$ cat src/rtl/serial_addsub_fsm.sv
// Bit-serial add/subtract engine: one full-adder slice, LSB first, one bit per clock.
// Subtraction is a + ~b + 1, so the adder carry is seeded with the mode bit.
module serial_addsub_fsm #(
    parameter int WIDTH = 8,
    parameter int CW    = $clog2(WIDTH + 1)
) (
    input  logic             clock,
    input  logic             reset,
    input  logic             start,
    input  logic             mode,
    input  logic [WIDTH-1:0] a,
    input  logic [WIDTH-1:0] b,
    output logic             busy,
    output logic             done,
    output logic [WIDTH-1:0] result,
    output logic             cout,
    output logic             overflow,
    output logic             zero
);

    typedef enum logic [1:0] {
        IDLE = 2'b00,
        RUN  = 2'b01,
        DONE = 2'b10
    } state_t;

    function automatic logic maj3(input logic x, input logic y, input logic z);
        return (x & y) | (x & z) | (y & z);
    endfunction

    state_t           state_r;
    state_t           state_nxt_s;
    logic             accept_s;

    logic [WIDTH-1:0] a_sr_r;
    logic [WIDTH-1:0] b_sr_r;
    logic [WIDTH-1:0] sum_sr_r;
    logic             carry_r;
    logic             mode_r;
    logic [CW-1:0]    cnt_r;
    logic             busy_r;
    logic             done_r;
    logic [WIDTH-1:0] result_r;
    logic             cout_r;
    logic             overflow_r;
    logic             zero_r;

    logic [WIDTH-1:0] a_sr_nxt_s;
    logic [WIDTH-1:0] b_sr_nxt_s;
    logic [WIDTH-1:0] sum_sr_nxt_s;
    logic             carry_nxt_s;
    logic             mode_nxt_s;
    logic [CW-1:0]    cnt_nxt_s;
    logic [WIDTH-1:0] result_nxt_s;
    logic             cout_nxt_s;
    logic             overflow_nxt_s;
    logic             zero_nxt_s;

    logic             sum_bit_s;
    logic             carry_out_s;
    logic             last_bit_s;
    logic [WIDTH-1:0] final_sum_s;

    // Full-adder slice on the current LSBs and the shifted-in sum word.
    always_comb begin
        sum_bit_s   = a_sr_r[0] ^ b_sr_r[0] ^ carry_r;
        carry_out_s = maj3(a_sr_r[0], b_sr_r[0], carry_r);
        last_bit_s  = (cnt_r == CW'(WIDTH - 1));
        final_sum_s = {sum_bit_s, sum_sr_r[WIDTH-1:1]};
    end

    // State register.
    always_ff @(posedge clock or posedge reset) begin
        if (reset) begin
            state_r <= IDLE;
        end else begin
            state_r <= state_nxt_s;
        end
    end

    // Next-state logic; a request is only taken when not in RUN.
    always_comb begin
        state_nxt_s = state_r;
        accept_s    = 1'b0;
        case (state_r)
            IDLE: begin
                if (start) begin
                    state_nxt_s = RUN;
                    accept_s    = 1'b1;
                end else begin
                    state_nxt_s = IDLE;
                end
            end
            RUN: begin
                if (last_bit_s) begin
                    state_nxt_s = DONE;
                end else begin
                    state_nxt_s = RUN;
                end
            end
            DONE: begin
                if (start) begin
                    state_nxt_s = RUN;
                    accept_s    = 1'b1;
                end else begin
                    state_nxt_s = IDLE;
                end
            end
            default: begin
                state_nxt_s = IDLE;
                accept_s    = 1'b0;
            end
        endcase
    end

    // Datapath next values: load on accept, shift one bit per RUN cycle.
    always_comb begin
        a_sr_nxt_s     = a_sr_r;
        b_sr_nxt_s     = b_sr_r;
        sum_sr_nxt_s   = sum_sr_r;
        carry_nxt_s    = carry_r;
        mode_nxt_s     = mode_r;
        cnt_nxt_s      = cnt_r;
        result_nxt_s   = result_r;
        cout_nxt_s     = cout_r;
        overflow_nxt_s = overflow_r;
        zero_nxt_s     = zero_r;
        if (accept_s) begin
            a_sr_nxt_s   = a;
            b_sr_nxt_s   = b ^ {WIDTH{mode}};
            sum_sr_nxt_s = {WIDTH{1'b0}};
            carry_nxt_s  = mode;
            mode_nxt_s   = mode;
            cnt_nxt_s    = {CW{1'b0}};
        end else if (state_r == RUN) begin
            a_sr_nxt_s   = {1'b0, a_sr_r[WIDTH-1:1]};
            b_sr_nxt_s   = {1'b0, b_sr_r[WIDTH-1:1]};
            sum_sr_nxt_s = final_sum_s;
            carry_nxt_s  = carry_out_s;
            cnt_nxt_s    = cnt_r + CW'(1);
            // carry_r is the carry into the MSB on the final bit.
            if (last_bit_s) begin
                result_nxt_s   = final_sum_s;
                cout_nxt_s     = carry_out_s ^ mode_r;
                overflow_nxt_s = carry_r ^ carry_out_s;
                zero_nxt_s     = (final_sum_s == {WIDTH{1'b0}});
            end else begin
                result_nxt_s   = result_r;
                cout_nxt_s     = cout_r;
                overflow_nxt_s = overflow_r;
                zero_nxt_s     = zero_r;
            end
        end else begin
            a_sr_nxt_s   = a_sr_r;
            b_sr_nxt_s   = b_sr_r;
            sum_sr_nxt_s = sum_sr_r;
            cnt_nxt_s    = cnt_r;
        end
    end

    // Datapath and output registers.
    always_ff @(posedge clock or posedge reset) begin
        if (reset) begin
            a_sr_r     <= {WIDTH{1'b0}};
            b_sr_r     <= {WIDTH{1'b0}};
            sum_sr_r   <= {WIDTH{1'b0}};
            carry_r    <= 1'b0;
            mode_r     <= 1'b0;
            cnt_r      <= {CW{1'b0}};
            busy_r     <= 1'b0;
            done_r     <= 1'b0;
            result_r   <= {WIDTH{1'b0}};
            cout_r     <= 1'b0;
            overflow_r <= 1'b0;
            zero_r     <= 1'b0;
        end else begin
            a_sr_r     <= a_sr_nxt_s;
            b_sr_r     <= b_sr_nxt_s;
            sum_sr_r   <= sum_sr_nxt_s;
            carry_r    <= carry_nxt_s;
            mode_r     <= mode_nxt_s;
            cnt_r      <= cnt_nxt_s;
            busy_r     <= (state_nxt_s == RUN);
            done_r     <= (state_nxt_s == DONE);
            result_r   <= result_nxt_s;
            cout_r     <= cout_nxt_s;
            overflow_r <= overflow_nxt_s;
            zero_r     <= zero_nxt_s;
        end
    end

    assign busy     = busy_r;
    assign done     = done_r;
    assign result   = result_r;
    assign cout     = cout_r;
    assign overflow = overflow_r;
    assign zero     = zero_r;

endmodule

$ cat config.mk
export PLATFORM = sky130hd
export DESIGN_NAME = serial_addsub_fsm
export DESIGN_NICKNAME = d
export VERILOG_FILES = /design/src/rtl/serial_addsub_fsm.sv
export SDC_FILE = /design/constraint.sdc
export NUM_CORES = 1
export LEC_CHECK = 0
export BUFFER_PORTS_ARGS = -buffer_cell sky130_fd_sc_hd__buf_2
export CORE_MARGIN = 2
export CORE_UTILIZATION = 30
export DETAILED_ROUTE_END_ITERATION = 8
export GPL_ROUTABILITY_DRIVEN = 0
export PLACE_DENSITY = 0.45
export RECOVER_POWER = 25
export SLEW_MARGIN = 10
export SYNTH_ARGS = -nofsm -noshare
export SYNTH_HDL_FRONTEND = slang
export SYNTH_SLANG_ARGS = --single-unit
$ cat constraint.sdc
create_clock -name clock -period 1.99 [get_ports clock]
set_clock_uncertainty 0.15 [all_clocks]
set_input_delay 0.597 -clock clock [delete_from_list [all_inputs] [get_ports clock]]
set_output_delay 0.597 -clock clock [all_outputs]
set_load 0.02 [all_outputs]
==> Word level (Yosys, flattened, before mapping) <==
Index checks and enable logic that the tools add are counted.
{ "totals": {"regBits": 45, "out_inout_bits": 13, "word_cells": 50} }
{ "op_classes": {"bitwise_logic": 11, "n_mux": 15, "addsub": 1, "eq_ne": 5, "n_reduce_logical": 5} }
{ "ops": {"columns": ["cell", "count"], "rows": [
  ["$mux W8", 6],
  ["$logic_not A8 Y1", 1],
  ["$mux W4", 2],
  ["$xor A8 B8 Y8", 1],
  ["$mux W1", 5],
  ["$add A4 B1 Y4 const B", 1],
  ["$eq A2 B1 Y1 const B", 2],
  ["$eq A2 B2 Y1 const B", 2],
  ["$eq A4 B3 Y1 const B", 1],
  ["$pmux W2 S2", 1],
  ["$xor A1 B1 Y1", 4],
  ["$and A1 B1 Y1", 3],
  ["$reduce_and A3 Y1", 1],
  ["$logic_not A2 Y1", 1],
  ["$mux W2", 1],
  ["$or A1 B1 Y1", 2],
  ["$reduce_bool A2 Y1", 1],
  ["$reduce_or A2 Y1", 1],
  ["$not A1 Y1", 1]
]} }

==> Logic depth before layout (Yosys ltp) <==
Gate-level depths: netlist of the first run.
{ "depth": {"depth_word": 5, "depth_mapped": 5, "mapped_depth_nobuf": 4} }

==> Least setup slack after synthesis of the first run <==
No wires, ideal clock.
{ "synth_path": {"path_kind": "flip-flop to flip-flop", "startpoint": "register a_sr_r[0]", "endpoint": "register zero_r, in the netlist zero", "path_buffers": 0, "period_less_slack_ns": 1.548, "setup_time_ns": 0.079, "t_arrival_ns": 1.318, "slack_ns": 0.442, "path_stages_with_launch": 5, "t_required_ns": 1.761, "cell_sequence": "dfrtp_1 > fa_1 > nor4_1 > nand2_1 > mux2i_1"} }
{ "synth_between": {"elab_chain_cells": 3} }
{ "synth_lines": {"columns": ["element", "line_no", "source"], "rows": [
  ["start: declaration", "35", "logic [WIDTH-1:0] a_sr_r;"],
  ["start signal: assignment", "164", "a_sr_r <= {WIDTH{1'b0}};"],
  ["start signal: assignment", "177", "a_sr_r <= a_sr_nxt_s;"],
  ["$xor A1 B1 Y1 (2 in a row)", "66", "sum_bit_s = a_sr_r[0] ^ b_sr_r[0] ^ carry_r;"],
  ["via sum_bit_s", "59", "logic sum_bit_s;"],
  ["$logic_not A8 Y1", "146", "zero_nxt_s = (final_sum_s == {WIDTH{1'b0}});"],
  ["end signal: assignment", "188", "zero_r <= zero_nxt_s;"],
  ["end: declaration", "46", "logic zero_r;"]
]} }
The timed path passes the listed nets, and every way through them passes these cells.
A chain may end at the register's enable or synchronous reset.

==> Final worst setup path of the first run <==
{ "layout_path": {"startpoint": "register cnt_r[0]", "endpoint": "register result_r[6], in the netlist result[6]"} }
{ "layout_between": {"elab_chain_cells": 2} }
{ "layout_lines": {"columns": ["element", "line_no", "source"], "rows": [
  ["start: declaration", "40", "logic [CW-1:0] cnt_r;"],
  ["start signal: assignment", "169", "cnt_r <= {CW{1'b0}};"],
  ["start signal: assignment", "182", "cnt_r <= cnt_nxt_s;"],
  ["$eq A4 B3 Y1", "68", "last_bit_s = (cnt_r == CW'(WIDTH - 1));"],
  ["$reduce_and A3 Y1 (no line)", null, null],
  ["end signal: assignment", "172", "result_r <= {WIDTH{1'b0}};"],
  ["end signal: assignment", "185", "result_r <= result_nxt_s;"],
  ["end: declaration", "43", "logic [WIDTH-1:0] result_r;"]
]} }
Every way passes these cells.

==> metrics.md, run 1 <==
| Metric | Value |
|---|---|
| # resized after CTS | `0` |
| TNS Setup | `0 ns` |
| Initial DRC Count | `53` |
| Top cells by area, synth | `dfrtp_1, mux2_4, xor2_1` |
| Routing usage on met2 | `0.1875` |
| H-tree lvl count | `2` |
| Commonest cells post-synth | `dfrtp_1, nand2_1, xor2_1` |
| Finished Layout Cells | `273` |
| Clock Power Share | `0.162` |
| Cell with the most instances after synthesis | `dfrtp_1` |
| Synth warn | `0` |
| DR vias/cell | `4.637` |
| M1 GR Usage | `0.1493` |
| Worst VDD drop | `0.0005226 V` |
| I/O Buffers | `32` |
| Synth Area in Simple Gates | `0.1141` |
| Synth top area share | `0.5641` |
| Setup violations, final | `0` |
| Initial core utilization | `0.3092` |
| Sequential share of power | `0.437` |
| Die Y | `84.66 um` |
| Net Count, Synth | `181` |
| Drt wl/cell | `13.96 um` |
| Final hold vios | `0` |
| Hold WC Path Type | `reg2reg` |
| Syn Inst Count | `159` |
| Maximum number of pins on one net before global-route repair | `45` |
| Crit Path Class | `reg2reg` |
| LEAKAGE | `1.130 nW` |
| Worst-path cell with the longest stage delay | `dfrtp_1` |
| Arr. time, crit path | `1.71 ns` |
| Hold-fix buffers, CTS | `0` |
| Synth Area in XOR/XNOR | `0.04936` |
| Post-Synth Adder-Cell Area | `0.01667` |
| DRC viols | `0` |
| Overall routed net length | `3.810 mm` |
| Slew @ Worst Pin | `1.094 ns` |
| Initial antenna violation count | `0` |
| DRT Pass-1 Iters | `4` |
| Power share of the combinational group | `0.401` |
| Status | `finished clean` |
| Ys flop type | `dfrtp_1` |
| Clock sink count | `44` |
| Clock buffer depth | `2` |
| GR Overflow Total | `0` |
| Critical Path RT | `2.02 ns` |
| Post-Synthesis Cell Area | `1952 um2` |
| Placed cell count | `265` |
| Crit path capture type | `flop` |
| EDFF count, synth | `0` |
| Ys async rst share | `1.000` |
| GRT busiest layer | `met2` |
| Post-route minimum period | `1.682 ns` |
| I/O pin count | `33` |
| Post-synth cell types | `28` |
| RSZ-0062 raised after global routing | `no` |
| Crit-path max FO | `12` |
| Fin crit share | `0.8451` |
| Largest family of logic cells by synthesized area | `multiplexers` |
| Post-route ant nets | `0` |
| Share of cells above drive strength 1 | `0.3010` |
| Grt met3 use | `0.02852` |
| Max-slew violations | `0` |
| N_diodes | `0` |
| Synth-to-Final Area Change | `17.05%` |
| Die area | `7167 um2` |
| #FFs+latches synth | `44` |
| CTS tree | `yes` |
| Clock Latency Late Sink | `0.29 ns` |
| DPL Wire Length | `2.563 mm` |
| Post-synthesis mux area share | `0.1192` |
| Pre-CTS WS | `0.3141 ns` |
| First-pass GRT wire length | `6.506 mm` |
| Worst setup SP type | `flop` |
| Compound-Gate Fraction of Synth Area | `0.09872` |
| Sw power | `1.297 mW` |
| Leading area contributor after synthesis | `dfrtp_1` |
| Nets@finish | `217` |
| Root Driver | `clkbuf_8` |
| Vias in the first global route | `1363` |
| WP buf/inv | `1` |
| PD cells | `1536 nW/um2` |
| Worst slew margin | `0.2706` |
| GRT Resource Usage Total | `0.1154` |
| CTS clk-pin slew, worst paths | `0.08 ns` |
| Total CTS buffers | `5` |
| Core region area | `6314 um2` |
| Post-route setup slack | `0.3083 ns` |
| Setup bufs post-CTS | `0` |
| Seq/Total Area, Yosys | `0.5641` |
| FP Rows | `29` |
| Max-Cap Viols | `0` |
| Die Span X | `84.66 um` |
| Average cell area after synthesis | `12.28 um2` |
| Fmax | `0.5946 GHz` |
| Max incr delay on CP | `0.40 ns` |
| Crit path max-delay family | `flip-flops` |
| Routed vias | `1266` |
| Worst path cell trace | `ha_1 -> nand2_1 -> nor3_4 -> buf_4 -> mux2_2` |
| Sw frac | `0.3696` |
| Flop-to-flop setup slack | `0.31 ns` |
| Total Power | `3.509 mW` |
| Internal | `2.212 mW` |
[path summary, 6_finish.rpt]
check                      startpoint        end  cells past startpoint
max                          cnt_r[0]  result[6]                      5
min                            mode_r     mode_r                      2
max reg2reg                  cnt_r[0]  result[6]                      5
min reg2reg                    mode_r     mode_r                      2
max in group asynchronous       reset  a_sr_r[5]                      3
min in group asynchronous       reset  result[0]                      3
[power by group through the flow]
stage / clock, mW / sequential [mW] / combinational [mW]
after detailed placement: 0 / 1.56 / 1.43
after global placement: 0 / 1.54 / 1.40
final: 0.568 / 1.53 / 1.41
after CTS: 0.599 / 1.54 / 1.44
after floorplan: 0 / 1.62 / 0.983
after global routing: 0.636 / 1.59 / 1.56
[metrics by stage]
| stage | hold slack, ns | instance area, um2 | util |
|---|---|---|---|
| 3_3_place_gp | 0.3357 | 2210 | 0.3500 |
| 2_1_floorplan | 0.3157 | 1952 | - |
| 4_1_cts | 0.1752 | 2300 | 0.3642 |
| 6_report | 0.3529 | 2285 | 0.3619 |
| 3_5_place_dp | 0.3350 | 2210 | 0.3500 |
| 5_1_grt | 0.3694 | 2285 | 0.3619 |
[layout by cell type, fill, tap and decap left out, types with 2 or more instances in the layout]
cell,count
nand2_1,23
mux2_4,8
mux2_2,2
dfrtp_1,44
o21ai_1,7
mux2i_1,9
clkbuf_8,6
nor4_1,2
clkbuf_1,2
buf_2,32
a22o_1,10
a22oi_1,8
nand3_1,9
xor2_1,11
o21ai_0,2
buf_4,6
[worst min-delay path: stages (launching register included)]
cell     delay, ns
dfrtp_1       0.37
nand2_1       0.06
nand2_1       0.05
[cell type report]
| class | count | area, um2 |
|---|---|---|
| clock buffers | 8 | 90.09 |
| fillers | 650 | 4029 |
| inverters | 2 | 7.507 |
| multi-input cells | 103 | 779.5 |
| flip-flops and latches | 44 | 1101 |
| well taps | 77 | 96.34 |
| repair buffers | 39 | 210.2 |
[metal layers]
layer,wire [um],vias up,share of wire
met5,0,-,0
met1,1750,611,0.46
li1,-,628,-
met2,1877,25,0.49
met3,154,2,0.040
met4,27,0,0.0071
[state kept, by name, indices dropped and copies added (netlist names), 2 cells and up]
name / flops
a_sr_r: 8
b_sr_r: 8
result: 8
sum_sr_r: 7
cnt_r: 4
state_r: 2
[logic make-up (layout without fill, tap and decap cells)]
group | Yosys count | count (layout)
flops | 44 | 44
simple gates | 44 | 44
compound gates | 27 | 27
mux | 19 | 19
buf+inv | 12 | 49
xor+xnor | 11 | 11
fa+ha+maj | 2 | 2
Power figures use the tool's default switching activity.
==> run 2, diff against run 1 <==
ABC_AREA = 1   (was default)
PLACE_DENSITY = 0.47   (was 0.45)
clock period = 1.4 ns   (was 1.99 ns; I/O delays follow)
==> metrics.md, run 2 <==
| Metric | Value |
|---|---|
| Finished Layout Cells | `360 (+32%)` |
| H-tree lvl count | `2 (unchanged)` |
| Max-slew violations | `0 (unchanged)` |
| EDFF count, synth | `0 (unchanged)` |
| Fillcell total | `646 (-0.62%)` |
| LEAKAGE | `1.368 nW (+21%)` |
| RSZ-0062 raised after global routing | `yes` |
| Total Power | `6.236 mW (+78%)` |
| DPL Wire Length | `2.715 mm (+6.0%)` |
| Crit path max-delay family | `adder cells` |
| Final hold vios | `0 (unchanged)` |
| Internal | `3.758 mW (+70%)` |
| Core region area | `6422 um2 (+1.7%)` |
| Die Y | `85.95 um (+1.5%)` |
| Worst path cell trace | `fa_2 -> nor2_1 -> nand3_1 -> nor2_1 -> nand2_1 -> nand2_1` |
| CTS clk-pin slew, worst paths | `0.09 ns (about the same)` |
| FP Rows | `29 (unchanged)` |
| Initial core utilization | `0.3137 (+0.004501)` |
| Leading area contributor after synthesis | `dfrtp_1` |
| Die area | `7387 um2 (+3.1%)` |
| GRT Resource Usage Total | `0.1220 (+0.006566)` |
| Sequential share of power | `0.353 (-0.084)` |
| Arr. time, crit path | `1.53 ns (-0.18 ns)` |
| Ys async rst share | `1.000 (unchanged)` |
| Pre-CTS WS | `-0.06124 ns (-0.3754 ns)` |
| Total CTS buffers | `5 (unchanged)` |
| DRT Pass-1 Iters | `4 (unchanged)` |
| Placed Area | `2330 um2 (+5.4%)` |
| Crit Path Class | `reg2reg` |
| Critical Path RT | `1.45 ns (-0.57 ns)` |
| Slew @ Worst Pin | `0.6225 ns (-0.4715 ns)` |
| Net Count, Synth | `249 (+38%)` |
| Top cells by area, synth | `dfrtp_1, nand2_1, o21ai_2` |
| Average cell area after synthesis | `8.874 um2 (-28%)` |
| I/O Buffers | `32 (unchanged)` |
| Worst slew margin | `0.5850 (+0.3144)` |
| Clock buffer depth | `2 (unchanged)` |
| Worst setup SP type | `flop` |
| Sw frac | `0.3974 (+0.02777)` |
| Synth top area share | `0.5466 (-0.01752)` |
| Routed vias | `1574 (+24%)` |
| CTS tree | `yes` |
| WP buf/inv | `0 (-1)` |
| Seq/Total Area, Yosys | `0.5466 (-0.01752)` |
| Post-route ant nets | `0 (unchanged)` |
| Syn Inst Count | `227 (+43%)` |
| Overall routed net length | `4.273 mm (+12%)` |
| Clock Power Share | `0.135 (-0.027)` |
| Hold WC Path Type | `in2async` |
| Setup violations, final | `9 (+9)` |
| FF+latch area | `1101 um2 (unchanged)` |
| Commonest cells post-synth | `nand2_1, dfrtp_1, inv_1` |
| TNS Setup | `-0.2658 ns (-0.2658 ns)` |
| Max incr delay on CP | `0.58 ns (+0.18 ns)` |
| Drt wl/cell | `11.87 um (-15%)` |
| PD cells | `2304 nW/um2 (+50%)` |
| Most frequent cells in the layout | `nand2_1, dfrtp_1, buf_4` |
| Worst-path cell with the longest stage delay | `fa_2` |
| Nets@finish | `304 (+40%)` |
| Synth warn | `0 (unchanged)` |
| Crit-path max FO | `2 (-10)` |
| Clock sink count | `44 (unchanged)` |
| Synth-to-Final Area Change | `34.35%` |
| Maximum number of pins on one net before global-route repair | `45 (unchanged)` |
| Final core occ | `0.4214 (+0.05952)` |
| Initial DRC Count | `77 (+45%)` |
| Placed cell count | `339 (+28%)` |
| Worst VDD drop | `0.0006992 V (+34%)` |
| #FFs+latches synth | `44 (unchanged)` |
| N_diodes | `0 (unchanged)` |
| Cell with the most instances after synthesis | `nand2_1` |
| Worst hold slack | `0.1575 ns (-0.1953 ns)` |
| Post-Synthesis Cell Area | `2014 um2 (+3.2%)` |
| Multi-input logic area | `853.3 um2 (+9.5%)` |
| Commonest non-fill, non-tap cell in the layout | `nand2_1` |
| Initial antenna violation count | `0 (unchanged)` |
| Status | `finished with violations` |
| Fin crit share | `1.057 (+0.2116)` |
| Fmax | `0.6760 GHz (+14%)` |
| GR Overflow Total | `0 (unchanged)` |
| Post-route setup slack | `-0.07935 ns (-0.3877 ns)` |
| Root Driver | `clkbuf_8` |
| Post-route minimum period | `1.479 ns (-0.2023 ns)` |
| I/O pin count | `33 (unchanged)` |
| First-pass GRT wire length | `6.996 mm (+7.5%)` |
| Sw power | `2.478 mW (+91%)` |
| Max-Cap Viols | `0 (unchanged)` |
| DR vias/cell | `4.372 (-5.7%)` |
| DRC viols | `0 (unchanged)` |
| Clock Latency Late Sink | `0.30 ns (about the same)` |
| Crit path capture type | `flop` |
| Ys flop type | `dfrtp_1` |
| Vias in the first global route | `1438 (+5.5%)` |
| Die Span X | `85.95 um (+1.5%)` |
| Post-synth cell types | `22 (-21%)` |
| Final instance area | `2706 um2 (+18%)` |
| Share of cells above drive strength 1 | `0.3428 (+0.04174)` |
| Power share of the combinational group | `0.512 (+0.111)` |
| Failing checks | `negative setup slack` |
[run 2: cell count changes in the layout (fill, tap and decap cells not counted), sizes merged, moves of 3 or more]
cell   change
a22o      -10
a22oi      -8
buf       +15
inv       +15
mux2      -10
mux2i      -9
nand2     +69
nor2      +14
o21ai     +13
o22ai      +8
xnor2      +3
xor2      -11
[run 2: logic make-up after synthesis]
| group | after synthesis | synth area share |
|---|---|---|
| compound gates | 32 | 0.1050 |
| flops | 44 | 0.5466 |
| fa+ha+maj | 2 | 0.01615 |
| simple gates | 119 | 0.2422 |
| xor+xnor | 3 | 0.01305 |
| buf+inv | 27 | 0.07702 |
[run 2: area by class of cell]
cell class                 count  area share
sequential                    44      0.4068
multi-input combinational    156      0.3153
timing repair buffer          56      0.1757
tap                           77     0.03560
clock buffer                   7     0.03190
inverter                      18     0.03005
clock inverter                 1    0.002774
timing repair inverter         1    0.001849
[run 2: power groups by stage]
stage	Combinational (mW)	Clock (mW)	Sequential, mW
floorplan	1.67	0	2.34
finish	3.19	0.843	2.20
global placement	2.56	0	2.16
detailed placement	2.58	0	2.16
CTS	2.83	0.882	2.18
global route	3.58	0.940	2.27
[run 2: worst register-to-register path, cell delays in order (launching register included)]
cell     delay, ns
dfrtp_1       0.41
fa_2          0.58
nor2_1        0.04
nand3_1       0.06
nor2_1        0.05
nand2_1       0.06
nand2_1       0.05
[run 2: repair_timing]
| item | 4_1_cts | 5_1_grt |
|---|---|---|
| setup endpoints to repair | 17 | 38 |
| pin swaps | 2 | 2 |
| cloned | 0 | 2 |
| buffers inserted | 3 | 8 |
| resized for setup | 27 | 28 |
| hold buffers | 0 | 0 |
[run 2: final timing paths]
path | from | to | slack, ns | cells after the start
setup reg to reg | b_sr_r[0] | zero | -0.08 | 6
hold reg to reg | a_sr_r[7] | a_sr_r[7] | 0.33 | 2
setup / recovery | b_sr_r[0] | zero | -0.08 | 6
min in group clock | a[7] | a_sr_r[7] | 0.17 | 3
max in group asynchronous | reset | cnt_r[3] | 0.51 | 3
hold / removal | reset | busy | 0.16 | 3
[run 2: layer usage]
layer,GRT usage,wire length [um]
met5,0,0
met4,0.04185,63
met3,0.04331,199
met2,0.1839,2029
met1,0.1624,1980
